$ cat src/rtl/fifo_ram_ctrl_if.sv
`default_nettype none
// ============================================================================
//  Module   : fifo_ram_ctrl_if
//  Purpose  : Producer, consumer and RAM-port bundle for fifo_ram_ctrl.
//  Revision : 1.0  initial release
// ============================================================================
interface fifo_ram_ctrl_if #(
    parameter int C_WIDTH = 32,
    parameter int C_DEPTH = 1024
);
    localparam int c_aw = (C_DEPTH > 1) ? $clog2(C_DEPTH) : 1;

    logic               WR_VALID;
    logic [C_WIDTH-1:0] WR_DATA;
    logic               WR_READY;
    logic               RD_VALID;
    logic [C_WIDTH-1:0] RD_DATA;
    logic               RD_READY;
    logic [c_aw+1:0]    COUNT;
    logic               RAM_WR_EN;
    logic [c_aw-1:0]    RAM_WR_ADDR;
    logic [C_WIDTH-1:0] RAM_WR_DATA;
    logic               RAM_RD_EN;
    logic [c_aw-1:0]    RAM_RD_ADDR;
    logic [C_WIDTH-1:0] RAM_RD_DATA;

    // Controller side
    modport slave (
        input  WR_VALID, WR_DATA, RD_READY, RAM_RD_DATA,
        output WR_READY, RD_VALID, RD_DATA, COUNT,
               RAM_WR_EN, RAM_WR_ADDR, RAM_WR_DATA, RAM_RD_EN, RAM_RD_ADDR
    );

    // Producer / consumer / RAM side
    modport master (
        output WR_VALID, WR_DATA, RD_READY, RAM_RD_DATA,
        input  WR_READY, RD_VALID, RD_DATA, COUNT,
               RAM_WR_EN, RAM_WR_ADDR, RAM_WR_DATA, RAM_RD_EN, RAM_RD_ADDR
    );
endinterface
`default_nettype wire

$ cat src/rtl/fifo_ram_ctrl.sv
`default_nettype none
// ============================================================================
//  Module   : fifo_ram_ctrl
//  Purpose  : FWFT FIFO controller around an external 1-cycle-latency SDP RAM.
//  Revision : 1.0  initial release
// ============================================================================
module fifo_ram_ctrl #(
    parameter int C_WIDTH = 32,
    parameter int C_DEPTH = 1024
) (
    input  wire logic         CLK,
    input  wire logic         RST_N,
    fifo_ram_ctrl_if.slave    bus
);
    localparam int c_aw = (C_DEPTH > 1) ? $clog2(C_DEPTH) : 1;
    localparam int c_cw = c_aw + 1;
    localparam int c_tw = c_aw + 2;
    localparam logic [c_cw-1:0] c_depth = c_cw'(C_DEPTH);

    logic [c_aw-1:0]    r_wptr;
    logic [c_aw-1:0]    r_rptr;
    logic [c_cw-1:0]    r_ram_cnt;
    logic               r_inflight;
    logic [1:0]         r_occ;
    logic [C_WIDTH-1:0] r_head;
    logic [C_WIDTH-1:0] r_skid;
    logic               r_wr_ready;
    logic [c_tw-1:0]    r_count;

    logic               w_wr_en;
    logic               w_pop;
    logic               w_rd_en;
    logic               w_push_head;
    logic [c_cw-1:0]    w_ram_cnt_nxt;
    logic [1:0]         w_occ_nxt;
    logic [c_tw-1:0]    w_count_nxt;

    always_comb begin
        w_wr_en       = bus.WR_VALID & r_wr_ready;
        w_pop         = (r_occ != 2'd0) & bus.RD_READY;
        // Issue only if the landing word will have a free output-stage slot
        w_rd_en       = (r_ram_cnt != '0) &
                        ((3'(r_occ) + 3'(r_inflight)) < (3'd2 + 3'(w_pop)));
        w_push_head   = (r_occ == 2'd0) | ((r_occ == 2'd1) & w_pop);
        w_ram_cnt_nxt = r_ram_cnt + c_cw'(w_wr_en) - c_cw'(w_rd_en);
        w_occ_nxt     = r_occ - 2'(w_pop) + 2'(r_inflight);
        w_count_nxt   = c_tw'(w_ram_cnt_nxt) + c_tw'(w_rd_en) + c_tw'(w_occ_nxt);
    end

    always_ff @(posedge CLK or negedge RST_N) begin
        if (!RST_N) begin
            r_wptr     <= '0;
            r_rptr     <= '0;
            r_ram_cnt  <= '0;
            r_inflight <= 1'b0;
            r_occ      <= 2'd0;
            r_head     <= '0;
            r_skid     <= '0;
            r_wr_ready <= 1'b0;
            r_count    <= '0;
        end else begin
            r_wr_ready <= (w_ram_cnt_nxt < c_depth);
            r_ram_cnt  <= w_ram_cnt_nxt;
            r_inflight <= w_rd_en;
            r_occ      <= w_occ_nxt;
            r_count    <= w_count_nxt;
            if (w_wr_en) begin
                r_wptr <= r_wptr + c_aw'(1);
            end
            if (w_rd_en) begin
                r_rptr <= r_rptr + c_aw'(1);
            end
            if (w_pop && (r_occ == 2'd2)) begin
                r_head <= r_skid;
            end
            // A full output stage never has a read in flight, so no collision
            if (r_inflight) begin
                if (w_push_head) begin
                    r_head <= bus.RAM_RD_DATA;
                end else begin
                    r_skid <= bus.RAM_RD_DATA;
                end
            end
        end
    end

    assign bus.WR_READY    = r_wr_ready;
    assign bus.RD_VALID    = (r_occ != 2'd0);
    assign bus.RD_DATA     = r_head;
    assign bus.COUNT       = r_count;
    assign bus.RAM_WR_EN   = w_wr_en;
    assign bus.RAM_WR_ADDR = r_wptr;
    assign bus.RAM_WR_DATA = bus.WR_DATA;
    assign bus.RAM_RD_EN   = w_rd_en;
    assign bus.RAM_RD_ADDR = r_rptr;

endmodule
`default_nettype wire

$ cat src/flat_wrapper.sv
// flat-port wrapper written by rule: the top's interface ports become plain ports
module fifo_ram_ctrl_flat 
#(
    parameter int C_WIDTH = 32,
    parameter int C_DEPTH = 1024
)
  (CLK, RST_N, bus_WR_VALID, bus_WR_DATA, bus_RD_READY, bus_RAM_RD_DATA, bus_WR_READY, bus_RD_VALID, bus_RD_DATA, bus_COUNT, bus_RAM_WR_EN, bus_RAM_WR_ADDR, bus_RAM_WR_DATA, bus_RAM_RD_EN, bus_RAM_RD_ADDR);
  fifo_ram_ctrl_if #(.C_WIDTH(C_WIDTH), .C_DEPTH(C_DEPTH)) bus_i ();
  input  wire logic CLK;
  input  wire logic RST_N;
  input wire logic [$bits(bus_i.WR_VALID)-1:0] bus_WR_VALID;
  input wire logic [$bits(bus_i.WR_DATA)-1:0] bus_WR_DATA;
  input wire logic [$bits(bus_i.RD_READY)-1:0] bus_RD_READY;
  input wire logic [$bits(bus_i.RAM_RD_DATA)-1:0] bus_RAM_RD_DATA;
  output wire logic [$bits(bus_i.WR_READY)-1:0] bus_WR_READY;
  output wire logic [$bits(bus_i.RD_VALID)-1:0] bus_RD_VALID;
  output wire logic [$bits(bus_i.RD_DATA)-1:0] bus_RD_DATA;
  output wire logic [$bits(bus_i.COUNT)-1:0] bus_COUNT;
  output wire logic [$bits(bus_i.RAM_WR_EN)-1:0] bus_RAM_WR_EN;
  output wire logic [$bits(bus_i.RAM_WR_ADDR)-1:0] bus_RAM_WR_ADDR;
  output wire logic [$bits(bus_i.RAM_WR_DATA)-1:0] bus_RAM_WR_DATA;
  output wire logic [$bits(bus_i.RAM_RD_EN)-1:0] bus_RAM_RD_EN;
  output wire logic [$bits(bus_i.RAM_RD_ADDR)-1:0] bus_RAM_RD_ADDR;
  assign bus_i.WR_VALID = bus_WR_VALID;
  assign bus_i.WR_DATA = bus_WR_DATA;
  assign bus_i.RD_READY = bus_RD_READY;
  assign bus_i.RAM_RD_DATA = bus_RAM_RD_DATA;
  assign bus_WR_READY = bus_i.WR_READY;
  assign bus_RD_VALID = bus_i.RD_VALID;
  assign bus_RD_DATA = bus_i.RD_DATA;
  assign bus_COUNT = bus_i.COUNT;
  assign bus_RAM_WR_EN = bus_i.RAM_WR_EN;
  assign bus_RAM_WR_ADDR = bus_i.RAM_WR_ADDR;
  assign bus_RAM_WR_DATA = bus_i.RAM_WR_DATA;
  assign bus_RAM_RD_EN = bus_i.RAM_RD_EN;
  assign bus_RAM_RD_ADDR = bus_i.RAM_RD_ADDR;
  fifo_ram_ctrl #(.C_WIDTH(C_WIDTH), .C_DEPTH(C_DEPTH)) u_core (.CLK(CLK), .RST_N(RST_N), .bus(bus_i));
endmodule
$ cat config.mk
export PLATFORM = sky130hd
export DESIGN_NAME = fifo_ram_ctrl_flat
export DESIGN_NICKNAME = d
export VERILOG_FILES = /design/src/rtl/fifo_ram_ctrl_if.sv /design/src/rtl/fifo_ram_ctrl.sv /design/src/flat_wrapper.sv
export SDC_FILE = /design/constraint.sdc
export NUM_CORES = 1
export LEC_CHECK = 0
export BUFFER_PORTS_ARGS = -buffer_cell sky130_fd_sc_hd__clkbuf_2
export CELL_PAD_IN_SITES_DETAIL_PLACEMENT = 0
export CELL_PAD_IN_SITES_GLOBAL_PLACEMENT = 1
export CORE_MARGIN = 10
export CORE_UTILIZATION = 36
export DETAILED_ROUTE_END_ITERATION = 6
export GPL_ROUTABILITY_DRIVEN = 0
export GPL_TIMING_DRIVEN = 0
export PLACE_DENSITY_LB_ADDON = 0.3
export SETUP_SLACK_MARGIN = 0.4
export SLEW_MARGIN = 20
export SYNTH_ARGS = -nofsm -noshare
export SYNTH_HDL_FRONTEND = slang
export SYNTH_SLANG_ARGS = --single-unit
$ cat constraint.sdc
create_clock -name CLK -period 3.3 [get_ports CLK]
set_input_delay 0.33 -clock CLK [delete_from_list [all_inputs] [get_ports CLK]]
set_output_delay 0.33 -clock CLK [all_outputs]
set_load 0.005 [all_outputs]
After elaboration in Yosys (flattened, before gate mapping)
Index checks and enable logic that the tools add are counted.

cells by class
  eq/ne operators = 2
  $lt $le $gt $ge = 2
  reduce and logical (&&, ||, !) cells = 5
  $add $sub $neg = 10
  bitwise logic cells = 6
  mux-type cells = 3

operators with widths
  operator                                                                count
  32-bit 2-to-1 mux                                                       3
  10-bit by 1-bit adder with 10-bit output (second input constant)        2
  11-bit by 1-bit adder with 12-bit output                                1
  12-bit by 2-bit adder with 12-bit output                                1
  11-bit by 1-bit adder with 11-bit output                                1
  11-bit < comparator (second input constant)                             1
  11-bit nonzero test                                                     1
  11-bit by 1-bit subtractor with 11-bit output                           1
  1-bit AND                                                               4
  2-bit by 1-bit adder with 3-bit output                                  1
  2-bit by 1-bit adder with 3-bit output (first input constant)           1
  3-bit < comparator                                                      1
  2-bit by 1-bit adder with 2-bit output                                  1
  2-bit by 1-bit equality test with 1-bit output (second input constant)  1
  2-bit equality test (second input constant)                             1
  2-bit logical NOT                                                       1
  2-bit AND reduction                                                     1
  2-bit nonzero test                                                      1
  2-bit by 1-bit subtractor with 2-bit output                             1
  1-bit logical AND                                                       1
  1-bit NOT                                                               1
  1-bit bitwise OR                                                        1

storage, ports and cells
  bits of input ports = 68
  flip-flop bits (word level) = 111

Depth between registers and ports, before layout
Gate-level depths: netlist of run 1.

  depth in word-level cells = 8
  mapped depth = 16
  gate-level depth less buffers = 15

Least setup slack after synthesis of run 1
No wires, ideal clock.

  path kind = register to register
  start point = reg u_core.r_occ[0]
  end point = reg u_core.r_count[10] (netlist: u_core.bus.COUNT[10])
  period minus slack after synthesis = 3.368 ns
  setup slack = -0.068 ns
  stages on the path, launching flop included = 16
  data required time = 3.220 ns
  setup time = 0.080 ns
  arrival = 3.288 ns
  path through = dfrtp_1 > ha_1 > ha_1 > o21ai_0 > and2_1 > buf_2 > xnor2_1 > ha_1 > fa_1 > a21oi_1 > o221ai_2 > a211oi_2 > xnor2_2 > nand2_2 > nor4_2 > xnor2_1

between the ends
  cells in the longest elaborated chain, start to end = 8
  elaborated cells between the ends (all ways) = 11
  classes of those cells = 7 x add/sub; 1 x order compare; 2 x bitwise; 1 x reduce/logical

RTL lines
  item                                             line                 source
  from (decl)                                      fifo_ram_ctrl.sv:24  logic [1:0] r_occ;
  from (signal assigned)                           fifo_ram_ctrl.sv:65  r_occ <= w_occ_nxt;
  2-bit nonzero test                               fifo_ram_ctrl.sv:40  w_pop = (r_occ != 2'd0) & bus.RD_READY;
  1-bit AND                                        fifo_ram_ctrl.sv:40
  2-bit by 1-bit adder with 3-bit output           fifo_ram_ctrl.sv:43  ((3'(r_occ) + 3'(r_inflight)) < (3'd2 + 3'(w_pop)));
  3-bit < comparator *                             fifo_ram_ctrl.sv:43
  1-bit AND *                                      fifo_ram_ctrl.sv:42  w_rd_en = (r_ram_cnt != '0) &
  named net bus_RAM_RD_EN                          flat_wrapper.sv:22   output wire logic [$bits(bus_i.RAM_RD_EN)-1:0] bus_RAM_RD_EN;
  11-bit by 1-bit subtractor with 11-bit output *  fifo_ram_ctrl.sv:45  w_ram_cnt_nxt = r_ram_cnt + c_cw'(w_wr_en) - c_cw'(w_rd_en);
  named net u_core.w_ram_cnt_nxt[8]                fifo_ram_ctrl.sv:34  logic [c_cw-1:0] w_ram_cnt_nxt;
  11-bit by 1-bit adder with 12-bit output *       fifo_ram_ctrl.sv:47  w_count_nxt = c_tw'(w_ram_cnt_nxt) + c_tw'(w_rd_en) + c_tw'(w_occ_nxt);
  12-bit by 2-bit adder with 12-bit output *       fifo_ram_ctrl.sv:47
  named net u_core.w_count_nxt[10]                 fifo_ram_ctrl.sv:36  logic [c_tw-1:0] w_count_nxt;
  to (signal assigned)                             fifo_ram_ctrl.sv:66  r_count <= w_count_nxt;
  to (decl)                                        fifo_ram_ctrl.sv:28  logic [c_tw-1:0] r_count;

The timed path passes the listed nets; every way through them passes the cells marked *.
A chain may end at the register's enable or synchronous reset.

Final worst setup path of run 1
  start point = reg u_core.r_ram_cnt[5]
  end point = reg u_core.r_count[3] (netlist: u_core.bus.COUNT[3])

between the ends
  cells in the longest elaborated chain, start to end = 5

RTL lines
  item                                           line                 source
  from (decl)                                    fifo_ram_ctrl.sv:22  logic [c_cw-1:0] r_ram_cnt;
  from (signal assigned)                         fifo_ram_ctrl.sv:63  r_ram_cnt <= w_ram_cnt_nxt;
  11-bit nonzero test                            fifo_ram_ctrl.sv:42
  1-bit AND                                      fifo_ram_ctrl.sv:42
  11-bit by 1-bit subtractor with 11-bit output  fifo_ram_ctrl.sv:45
  named net u_core.w_ram_cnt_nxt[1]              fifo_ram_ctrl.sv:34
  11-bit by 1-bit adder with 12-bit output       fifo_ram_ctrl.sv:47
  12-bit by 2-bit adder with 12-bit output       fifo_ram_ctrl.sv:47
  named net u_core.w_count_nxt[3]                fifo_ram_ctrl.sv:36

The timed path passes the listed nets, and every way through them passes these cells.

==> run summary, run 1 <==
LEAKAGE - 3.67 nW
Setup CP Type - reg2reg
first-pass GRT wire length - 21.5 mm
CTS tree - done
ys flop type - dfrtp_1
Final Util - 0.502
Pre-antenna DRT Iters - 4
H-tree Lvls - 3
initial core utilization - 0.367
total chip power - 10.3 mW
Clock transition at path regs - 0.08 ns
CTS Root Cell - clkbuf_16
CP bufs+invs - 4
Seq/Total Area, Yosys - 0.523
run status - finished with violations
antenna diode count - 0
Die ar. - 20000 sq um
Max Freq - 298 MHz
aggregate global-route resource usage - 0.131
Ports - 168
maximum clock path buffer count - 2
Worst Hold Class - in2reg
max_slew headroom - 0.290
share of cells above drive strength 1 - 0.484
Post-synth EDFFs - 0
family with the most delay on the worst path - adder cells
cell mode on critical path - ha_4
Via density - 4.68
Synthesis Warnings - 0
worst setup margin - -0.0553 ns
unrepaired setup endpoints after global routing - yes
largest net degree at the start of global routing - 88
CP Cell Sequence - inv_2, ha_4, and4b_1, a31oi_2, and2_4, buf_8, xnor2_2, ha_2, fa_2, ha_4, a21o_1, a41oi_2, nor2_2, buf_4, buf_6, xor2_1
drc violations - 0
net count after synthesis - 551
Die H - 141 microns
Arr. time, crit path - 3.59 ns
Final setup viols - 5
worst-case vdd ir drop - 0.912 mV
final hold vios - 0
IO Port Bufs - 135
placed cell areas - 6320 sq um
Worst-Margin Slew - 1.06 ns
most frequent cells in the layout - clkbuf_2 (134), dfrtp_1 (111), buf_4 (74)
initial antenna violation count - 0
vias - 3956
minimum clock period - 3.36 ns
Final Cycle Share - 1.02
Synth Area per Inst - 11.6 sq um
most common cell after layout, fill and taps aside - clkbuf_2
vias in the first global route - 4201
clk_lat worst skew - 0.35 ns
CP Launch Type - register
worst slack, placed - -0.317 ns
CTS Buf Count - 9
total clock sinks - 111
TNS Setup - -0.156 ns
drt wl/cell - 16.2 microns
Final Cell Area - 7270 sq um
Critical Path RT - 3.54 ns
antenna viol nets, final - 0
Die X - 141 microns
Crit Path Max Fanout - 3
hpwl dp - 9.73 mm
standard-cell rows - 44
post-synth top area cell - dfrtp_1
Total Wirelength - 13.7 mm
Cell Count, Final, Fillers Out - 845
failing checks - setup timing
ranking of synthesized cells by area - dfrtp_1 (52%), mux2_2 (7.0%), mux2i_1 (6.0%)
CP endpoint kind - register
drt initial violations - 191
Mapped Cells - 459
Yosys reg bits - 111
WHS - 0.194 ns
asr flop ratio synth - 1.00
# placed instances - 779
pwr/cell area - 1420 nW/um^2
MaxCap Viol Count - 0
slowest stage delay, CP - 0.61 ns
share of the synthesized area in the top cell type - 0.523
fin nets - 748
critical path's slowest cell - fa_2
max-slew violation count - 0
Post-Syn Area - 5310 sq um
Layout area overhead - 37.0%
grt ovf - 0
Core ar. - 14500 sq um
Layout Skew - 0.00900 ns
synth unique cells - 42
[power breakdown]
part	switching [mW]	total [mW]	internal [mW]
Clock	0.518	1.19	0.677
Sequential	0.412	2.51	2.10
Combinational	3.23	6.59	3.36
Total	4.16	10.3	6.14
[area by class of cell]
cell class / count / area (sq um)
plain buffers: 46 / 304
repair buffers: 186 / 1120
clock buffers: 9 / 225
inverters: 19 / 71.3
multi-input cells: 283 / 2440
flip-flops and latches: 111 / 2780
well taps: 184 / 230
fillers: 1260 / 7200
clock inverters: 7 / 105
[cells in the mapped netlist, types with 2 or more instances]
| master | count |
|---|---|
| nor2_1 | 15 |
| nor3_1 | 3 |
| and4b_1 | 2 |
| nor2b_1 | 4 |
| clkbuf_1 | 12 |
| buf_4 | 32 |
| fa_1 | 2 |
| xnor2_1 | 22 |
| mux2_2 | 33 |
| a21oi_1 | 6 |
| nand4_1 | 7 |
| o21ai_0 | 36 |
| nand3_1 | 6 |
| dfrtp_1 | 111 |
| inv_1 | 19 |
| a31oi_1 | 2 |
| mux2i_1 | 32 |
| o21ai_1 | 2 |
| nand2_1 | 50 |
| xor2_1 | 16 |
| ha_1 | 22 |
| a21o_1 | 4 |
| nor3b_1 | 2 |
[sequential cells by signal, summed over array words and instances, names as in the netlist]
| register | flops |
|---|---|
| u_core.r_ram_cnt | 11 |
| u_core.r_inflight | 1 |
| u_core.bus.RAM_RD_ADDR | 10 |
| u_core.r_occ | 2 |
| u_core.bus.RAM_WR_ADDR | 10 |
| u_core.r_skid | 32 |
| u_core.bus.RD_DATA | 32 |
| u_core.bus.WR_READY | 1 |
| u_core.bus.COUNT | 12 |
[worst min-delay path, cell delays in order]
cell,delay (ns)
clkbuf_2,0.08
nand2_1,0.04
o21ai_0,0.06
[timing repair]
item                                   4_1_cts  5_1_grt
resized for setup                           31       20
hold buffers                                 1        0
setup endpoints to repair                   16       18
endpoints found under the hold margin       24        0
pin swaps                                   20       26
buffers inserted                            32       17
[cell families (layout without fill, tap and decap cells)]
kind of cell | count (synthesis) | in the layout | share of synthesized area
buffers and inverters | 65 | 267 | 0.0688
AOI/OAI and AO/OA | 54 | 54 | 0.0587
DFF | 111 | 111 | 0.523
and+or+nand+nor | 100 | 100 | 0.0910
xor gates and xnor gates | 40 | 40 | 0.0688
muxes | 65 | 65 | 0.130
adders and majority gates | 24 | 24 | 0.0594
[per-layer routing]
layer | vias to the layer above | track usage | share of wire
met5 | - | 0 | 0
met4 | 0 | 0.0500 | 0.016
met3 | 15 | 0.0284 | 0.039
met2 | 74 | 0.241 | 0.54
met1 | 1950 | 0.145 | 0.40
li1 | 1917 | - | -
[final timing paths]
kind,from,end,slack [ns],cells past startpoint
max,u_core.r_ram_cnt[5],u_core.bus.COUNT[3],-0.06,16
min,bus_RAM_RD_DATA[25],u_core.bus.RD_DATA[25],0.19,3
max reg2reg,u_core.r_ram_cnt[5],u_core.bus.COUNT[3],-0.06,16
min reg2reg,u_core.bus.RAM_RD_ADDR[9],u_core.bus.RAM_RD_ADDR[9],0.47,1
max in group asynchronous,RST_N,u_core.bus.RAM_RD_ADDR[6],2.21,3
min in group asynchronous,RST_N,u_core.r_skid[10],0.42,2
(Power assumes the default switching activity.)
==> run 2: changes to the inputs <==
--- a/config.mk
+++ b/config.mk
@@ -8,13 +8,14 @@
 export BUFFER_PORTS_ARGS = -buffer_cell sky130_fd_sc_hd__clkbuf_2
 export CELL_PAD_IN_SITES_DETAIL_PLACEMENT = 0
 export CELL_PAD_IN_SITES_GLOBAL_PLACEMENT = 1
-export CORE_MARGIN = 10
+export CORE_MARGIN = 2
 export CORE_UTILIZATION = 36
 export DETAILED_ROUTE_END_ITERATION = 6
 export GPL_ROUTABILITY_DRIVEN = 0
 export GPL_TIMING_DRIVEN = 0
 export PLACE_DENSITY_LB_ADDON = 0.3
 export SETUP_SLACK_MARGIN = 0.4
+export SKIP_LAST_GASP = 1
 export SLEW_MARGIN = 20
 export SYNTH_ARGS = -nofsm -noshare
 export SYNTH_HDL_FRONTEND = slang
==> run 2 against run 1 <==
- the flow still finishes with violations (setup timing)
- global-route usage is 2.3 points higher
- register-to-register slack improved by 0.02 ns
- critical path type unchanged
- power decreased by 0.47%
- largest power group unchanged
- highest routed layer unchanged
- hold slack got worse by 0.0046 ns
- non-clock buffer count down 3
- routed wire length down 11%
- combinational power is essentially flat
- maximum frequency grew 0.67%
- clock power barely moved
==> run summary, run 2 (synthesis results as in run 1) <==
run status - finished with violations (unchanged)
failing checks - setup timing (unchanged)
Die X - 125 microns (was 141 microns)
maximum clock path buffer count - 2 (unchanged)
# placed instances - 779 (unchanged)
H-tree Lvls - 3 (unchanged)
Crit Path Max Fanout - 4 (was 3)
Reg power frac - 0.244 (about the same)
Worst-Margin Slew - 1.06 ns (about the same)
Max Freq - 300 MHz (was 298 MHz)
TNS Setup - -0.0329 ns (was -0.156 ns)
CTS Buf Count - 9 (unchanged)
Cell Count, Final, Fillers Out - 842 (was 845)
most frequent cells in the layout - clkbuf_2 (134), dfrtp_1 (111), buf_4 (68) (was clkbuf_2 (134), dfrtp_1 (111), buf_4 (74))
worst r2r src - u_core.r_ram_cnt[6] (was u_core.r_ram_cnt[5])
pwr/cell area - 1410 nW/um^2 (was 1420 nW/um^2)
drc violations - 0 (unchanged)
drt wl/cell - 14.5 microns (was 16.2 microns)
vias - 3993 (was 3956)
final hold vios - 0 (unchanged)
initial antenna violation count - 0 (unchanged)
slowest stage delay, CP - 0.47 ns (was 0.61 ns)
worst setup path startpoint - u_core.r_ram_cnt[6] (was u_core.r_ram_cnt[5])
worst setup margin - -0.0329 ns (was -0.0553 ns)
Final setup viols - 1 (was 5)
largest net degree at the start of global routing - 63 (was 88)
Critical Path RT - 3.57 ns (was 3.54 ns)
Hold Crit Depth - 3 (unchanged)
internal power - 6.16 mW (was 6.14 mW)
clock power share - 0.115 (was 0.116)
CP bufs+invs - 3 (was 4)
CP endpoint kind - register (unchanged)
max-slew violation count - 0 (unchanged)
max_slew headroom - 0.286 (was 0.290)
Switch Pwr - 4.09 mW (was 4.16 mW)
total clock sinks - 111 (unchanged)
aggregate global-route resource usage - 0.155 (was 0.131)
family with the most delay on the worst path - adder cells (unchanged)
hold endpoint - u_core.bus.RD_DATA[26] (was u_core.bus.RD_DATA[25])
placed cell areas - 6320 sq um (unchanged)
Via density - 4.74 (was 4.68)
unrepaired setup endpoints after global routing - yes (unchanged)
Ports - 168 (unchanged)
LEAKAGE - 3.65 nW (was 3.67 nW)
Worst Reg2Reg Path Length in Cells - 17 (was 16)
CP Launch Type - register (unchanged)
Die H - 125 microns (was 141 microns)
fin nets - 745 (was 748)
antenna diode count - 0 (unchanged)
switching share of power - 0.399 (was 0.404)
Total Wirelength - 12.2 mm (was 13.7 mm)
first-pass GRT wire length - 19.6 mm (was 21.5 mm)
Pre-antenna DRT Iters - 4 (unchanged)
initial core utilization - 0.367 (unchanged)
Layout Skew - 0.00919 ns (was 0.00900 ns)
most common cell after layout, fill and taps aside - clkbuf_2 (unchanged)
critical path's slowest cell - fa_2 (unchanged)
standard-cell rows - 44 (unchanged)
Final Cycle Share - 1.01 (was 1.02)
grt ovf - 0 (unchanged)
IO Port Bufs - 135 (unchanged)
cell mode on critical path - nor2_2 (was ha_4)
Final Cell Area - 7260 sq um (was 7270 sq um)
Arr. time, crit path - 3.60 ns (was 3.59 ns)
hold_sp - bus_RAM_RD_DATA[26] (was bus_RAM_RD_DATA[25])
CTS Root Cell - clkbuf_16 (unchanged)
drt initial violations - 184 (was 191)
worst-case vdd ir drop - 0.724 mV (was 0.912 mV)
worst slack, placed - -0.295 ns (was -0.317 ns)
CTS tree - done (unchanged)
hpwl dp - 8.20 mm (was 9.73 mm)
Layout area overhead - 36.7% (was 37.0%)
MaxCap Viol Count - 0 (unchanged)
power share of the combinational group - 0.641 (was 0.640)
Die ar. - 15700 sq um (was 20000 sq um)
WHS - 0.189 ns (was 0.194 ns)
share of cells above drive strength 1 - 0.479 (was 0.484)
Clock transition at path regs - 0.08 ns (about the same)
Setup CP Type - reg2reg (unchanged)
minimum clock period - 3.33 ns (was 3.36 ns)
r2r setup slk - -0.03 ns (was -0.06 ns)
Core ar. - 14500 sq um (unchanged)
clk_lat worst skew - 0.36 ns (was 0.35 ns)
vias in the first global route - 3836 (was 4201)
antenna viol nets, final - 0 (unchanged)
CP Cell Sequence - inv_1, ha_1, and4b_1, a31oi_2, and2_4, buf_6, xnor2_2, ha_2, fa_2, ha_4, a21o_1, a41oi_2, nor2_2, nand2_2, buf_4, nor2_2, xor2_1 (was inv_2, ha_4, and4b_1, a31oi_2, and2_4, buf_8, xnor2_2, ha_2, fa_2, ha_4, a21o_1, a41oi_2, nor2_2, buf_4, buf_6, xor2_1)
r2r endpoint - u_core.bus.COUNT[7] (was u_core.bus.COUNT[3])
Worst Hold Class - in2reg (unchanged)
[run 2: changes by cell type in the layout (fill, tap and decap cells not counted), moves of 2 or more]
cell	before	now
inv_1	13	15
inv_2	6	4
buf_6	7	10
buf_4	74	68
nor2_1	11	9
[run 2: worst reg2reg max path, cell delays in order (launching register included)]
cell     delay [ns]
dfrtp_1        0.35
inv_1          0.07
ha_1           0.19
and4b_1        0.19
a31oi_2        0.17
and2_4         0.18
buf_6          0.11
xnor2_2        0.10
ha_2           0.22
fa_2           0.47
ha_4           0.30
a21o_1         0.13
a41oi_2        0.05
nor2_2         0.20
nand2_2        0.11
buf_4          0.15
nor2_2         0.08
xor2_1         0.19
[run 2: cell type report]
type                       instances  area, sq um
timing repair buffer             183         1110
sequential                       111         2780
clock inverter                     7         97.6
multi-input combinational        283         2440
tap                              184          230
buffer                            46          300
fill                            1305         7220
inverter                          19         71.3
clock buffer                       9          225
[run 2: worst max path at each step]
| stage | endpoint | slack [ns] | depth (start not counted) |
|---|---|---|---|
| floorplan | u_core.bus.COUNT[10] | 0.11 | 15 |
| global placement | u_core.bus.COUNT[11] | -0.26 | 16 |
| detailed placement | u_core.bus.COUNT[11] | -0.29 | 16 |
| CTS | u_core.bus.COUNT[11] | 0.03 | 16 |
| global route | u_core.bus.COUNT[11] | -0.20 | 16 |
| finish | u_core.bus.COUNT[7] | -0.03 | 17 |
[run 2: power by group through the flow]
stage                     registers (mW)  logic (mW)  clock network, mW
after floorplan                     2.48        3.23                  0
after global placement              2.49        4.35                  0
after detailed placement            2.52        4.45                  0
after CTS                           2.50        5.55               1.22
after global routing                2.58        7.19               1.27
final                               2.50        6.57               1.18
[run 2: what timing repair did]
item | CTS | global route
hold endpoints to repair | 49 | 0
setup buffers | 33 | 13
gates resized for setup | 28 | 22
setup endpoints to repair | 14 | 17
hold buffers | 1 | 0
pin swaps | 22 | 20
[run 2: per-stage QoR]
stage / power, mW / util
after floorplan: 5.71 / -
after global placement: 6.84 / 0.434
after detailed placement: 6.97 / 0.436
after CTS: 9.26 / 0.486
after global routing: 11.0 / 0.501
final: 10.2 / 0.501
[run 2: per-layer routing]
metal / share of wire / vias up / track usage
met5: 0 / - / 0
li1: - / 1913 / -
met4: 0.020 / 0 / 0.0667
met2: 0.50 / 88 / 0.254
met1: 0.44 / 1975 / 0.200
met3: 0.039 / 17 / 0.0295
==> run 3: changes to the inputs <==
--- a/config.mk
+++ b/config.mk
@@ -5,12 +5,12 @@
 export SDC_FILE = /design/constraint.sdc
 export NUM_CORES = 1
 export LEC_CHECK = 0
-export BUFFER_PORTS_ARGS = -buffer_cell sky130_fd_sc_hd__clkbuf_2
 export CELL_PAD_IN_SITES_DETAIL_PLACEMENT = 0
 export CELL_PAD_IN_SITES_GLOBAL_PLACEMENT = 1
 export CORE_MARGIN = 2
-export CORE_UTILIZATION = 36
+export CORE_UTILIZATION = 44
 export DETAILED_ROUTE_END_ITERATION = 6
+export DONT_BUFFER_PORTS = 1
 export GPL_ROUTABILITY_DRIVEN = 0
 export GPL_TIMING_DRIVEN = 0
 export PLACE_DENSITY_LB_ADDON = 0.3
==> run 3 against run 2 <==
- the run ends with hold timing, setup timing left
- sequential cell count did not move
- register-to-register slack got worse by 0.03 ns
- maximum frequency fell by 0.79%
- first-iteration DRC count fell by 17%
- global-route usage rose by 1.7 points
- via count fell by 14%
- highest routed layer unchanged
==> run summary, run 3 (synthesis results as in run 1) <==
Max Freq - 298 MHz (was 300 MHz)
r2r endpoint - u_core.bus.COUNT[11] (was u_core.bus.COUNT[7])
CTS Buf Count - 9 (unchanged)
antenna viol nets, final - 0 (unchanged)
most frequent cells in the layout - dfrtp_1 (111), buf_4 (58), nand2_1 (48) (was clkbuf_2 (134), dfrtp_1 (111), buf_4 (68))
worst setup margin - -0.0595 ns (was -0.0329 ns)
total chip power - 9.15 mW (was 10.2 mW)
hpwl dp - 7.46 mm (was 8.20 mm)
largest net degree at the start of global routing - 112 (was 63)
Core ar. - 11900 sq um (was 14500 sq um)
initial core utilization - 0.446 (was 0.367)
power share of the combinational group - 0.594 (was 0.641)
drt initial violations - 153 (was 184)
initial antenna violation count - 0 (unchanged)
aggregate global-route resource usage - 0.172 (was 0.155)
antenna diode count - 0 (unchanged)
WHS - -0.325 ns (was 0.189 ns)
Worst-Margin Slew - 0.794 ns (was 1.06 ns)
vias - 3428 (was 3993)
Crit Path Max Fanout - 7 (was 4)
Die X - 114 microns (was 125 microns)
first-pass GRT wire length - 17.4 mm (was 19.6 mm)
Arr. time, crit path - 3.63 ns (was 3.60 ns)
Critical Path RT - 3.57 ns (about the same)
final hold vios - 111 (was 0)
Setup CP Type - reg2reg (unchanged)
Final Util - 0.529 (was 0.501)
standard-cell rows - 40 (was 44)
fin nets - 592 (was 745)
Layout area overhead - 18.7% (was 36.7%)
drt wl/cell - 16.9 microns (was 14.5 microns)
Worst Reg2Reg Path Length in Cells - 14 (was 17)
CTS tree - done (unchanged)
worst r2r src - u_core.r_occ[1] (was u_core.r_ram_cnt[6])
placed cell areas - 5560 sq um (was 6320 sq um)
Switch Pwr - 3.70 mW (was 4.09 mW)
grt ovf - 0 (unchanged)
Die ar. - 13000 sq um (was 15700 sq um)
failing checks - hold timing, setup timing (was setup timing)
Clock transition at path regs - 0.07 ns (was 0.08 ns)
total clock sinks - 111 (unchanged)
worst slack, placed - -0.338 ns (was -0.295 ns)
Total Wirelength - 11.0 mm (was 12.2 mm)
Die H - 114 microns (was 125 microns)
unrepaired setup endpoints after global routing - yes (unchanged)
internal power - 5.45 mW (was 6.16 mW)
vias in the first global route - 3377 (was 3836)
r2r setup slk - -0.06 ns (was -0.03 ns)
switching share of power - 0.404 (was 0.399)
Final Cycle Share - 1.02 (was 1.01)
Final setup viols - 2 (was 1)
Layout Skew - 0.00472 ns (was 0.00919 ns)
Worst Hold Class - in2async (was in2reg)
max_slew headroom - 0.471 (was 0.286)
max-slew violation count - 0 (unchanged)
drc violations - 0 (unchanged)
TNS Setup - -0.0783 ns (was -0.0329 ns)
minimum clock period - 3.36 ns (was 3.33 ns)
LEAKAGE - 2.97 nW (was 3.65 nW)
IO Port Bufs - 0 (was 135)
H-tree Lvls - 3 (unchanged)
pwr/cell area - 1450 nW/um^2 (was 1410 nW/um^2)
CTS Root Cell - clkbuf_16 (unchanged)
Ports - 168 (unchanged)
worst-case vdd ir drop - 1.05 mV (was 0.724 mV)
MaxCap Viol Count - 0 (unchanged)
CP endpoint kind - register (unchanged)
Reg power frac - 0.285 (was 0.244)
Via density - 5.26 (was 4.74)
run status - finished with violations (unchanged)
share of cells above drive strength 1 - 0.331 (was 0.479)
fillers - 1021 (was 1305)
clk_lat worst skew - 0.35 ns (was 0.36 ns)
clock power share - 0.122 (was 0.115)
CP Launch Type - register (unchanged)
most common cell after layout, fill and taps aside - dfrtp_1 (was clkbuf_2)
Pre-antenna DRT Iters - 5 (was 4)
maximum clock path buffer count - 2 (unchanged)
Final Cell Area - 6300 sq um (was 7260 sq um)
-- run 3: area by class of cell --
type / instances / area (sq um) / share of cell area
buffer: 46 / 300 / 0.0476
clock inverter: 5 / 56.3 / 0.00893
sequential: 111 / 2780 / 0.441
timing repair buffer: 30 / 234 / 0.0371
clock buffer: 11 / 253 / 0.0401
multi-input combinational: 283 / 2430 / 0.385
inverter: 19 / 71.3 / 0.0113
tap: 147 / 184 / 0.0292
-- run 3: critical path, stage by stage (launching register included) --
cell      delay, ns
dfrtp_1        0.47
o21ai_0        0.34
o21ai_2        0.13
and2_4         0.18
buf_6          0.13
xnor2_2        0.13
ha_2           0.19
fa_2           0.37
a21oi_4        0.17
o221ai_4       0.15
a211oi_4       0.28
xnor2_2        0.18
nand2_2        0.12
nor3_4         0.25
nor3b_2        0.19
-- run 3: what timing repair did --
action,CTS,global route
cloned,1,0
setup endpoints to repair,16,17
resized for setup,24,19
hold endpoints to repair,111,111
buffers inserted,20,9
pin swaps,22,11
-- run 3: per-layer routing --
metal / global-route usage / wire, microns
met3: 0.0478 / 719
met5: 0 / 0
met1: 0.211 / 4570
met4: 0.0740 / 227
met2: 0.285 / 5480
-- run 3: worst max path at each step --
| stage | to | depth (start not counted) | startpoint | slack, ns |
|---|---|---|---|---|
| floorplan | u_core.bus.COUNT[10] | 15 | u_core.r_occ[0] | 0.11 |
| CTS | u_core.bus.COUNT[11] | 16 | u_core.r_ram_cnt[4] | -0.04 |
| global placement | u_core.bus.COUNT[11] | 16 | u_core.r_ram_cnt[4] | -0.30 |
| detailed placement | u_core.bus.COUNT[11] | 15 | u_core.r_occ[0] | -0.34 |
| finish | u_core.bus.COUNT[11] | 14 | u_core.r_occ[1] | -0.06 |
| global route | u_core.bus.COUNT[11] | 16 | u_core.r_ram_cnt[8] | -0.21 |
-- run 3: power by group through the flow --
stage	sequential [mW]	clock [mW]	combinational [mW]
floorplan	2.48	0	3.23
global placement	2.61	0	3.85
detailed placement	2.63	0	3.96
CTS	2.61	1.16	4.75
global route	2.68	1.20	6.00
finish	2.60	1.11	5.43
-- run 3: through the flow --
| stage | hold slack (ns) | std cells |
|---|---|---|
| 2_1_floorplan | 0.0344 | 459 |
| 4_1_cts | -0.345 | 643 |
| 3_5_place_dp | 0.0372 | 606 |
| 3_3_place_gp | 0.0376 | 606 |
| 5_1_grt | -0.348 | 652 |
| 6_report | -0.325 | 652 |
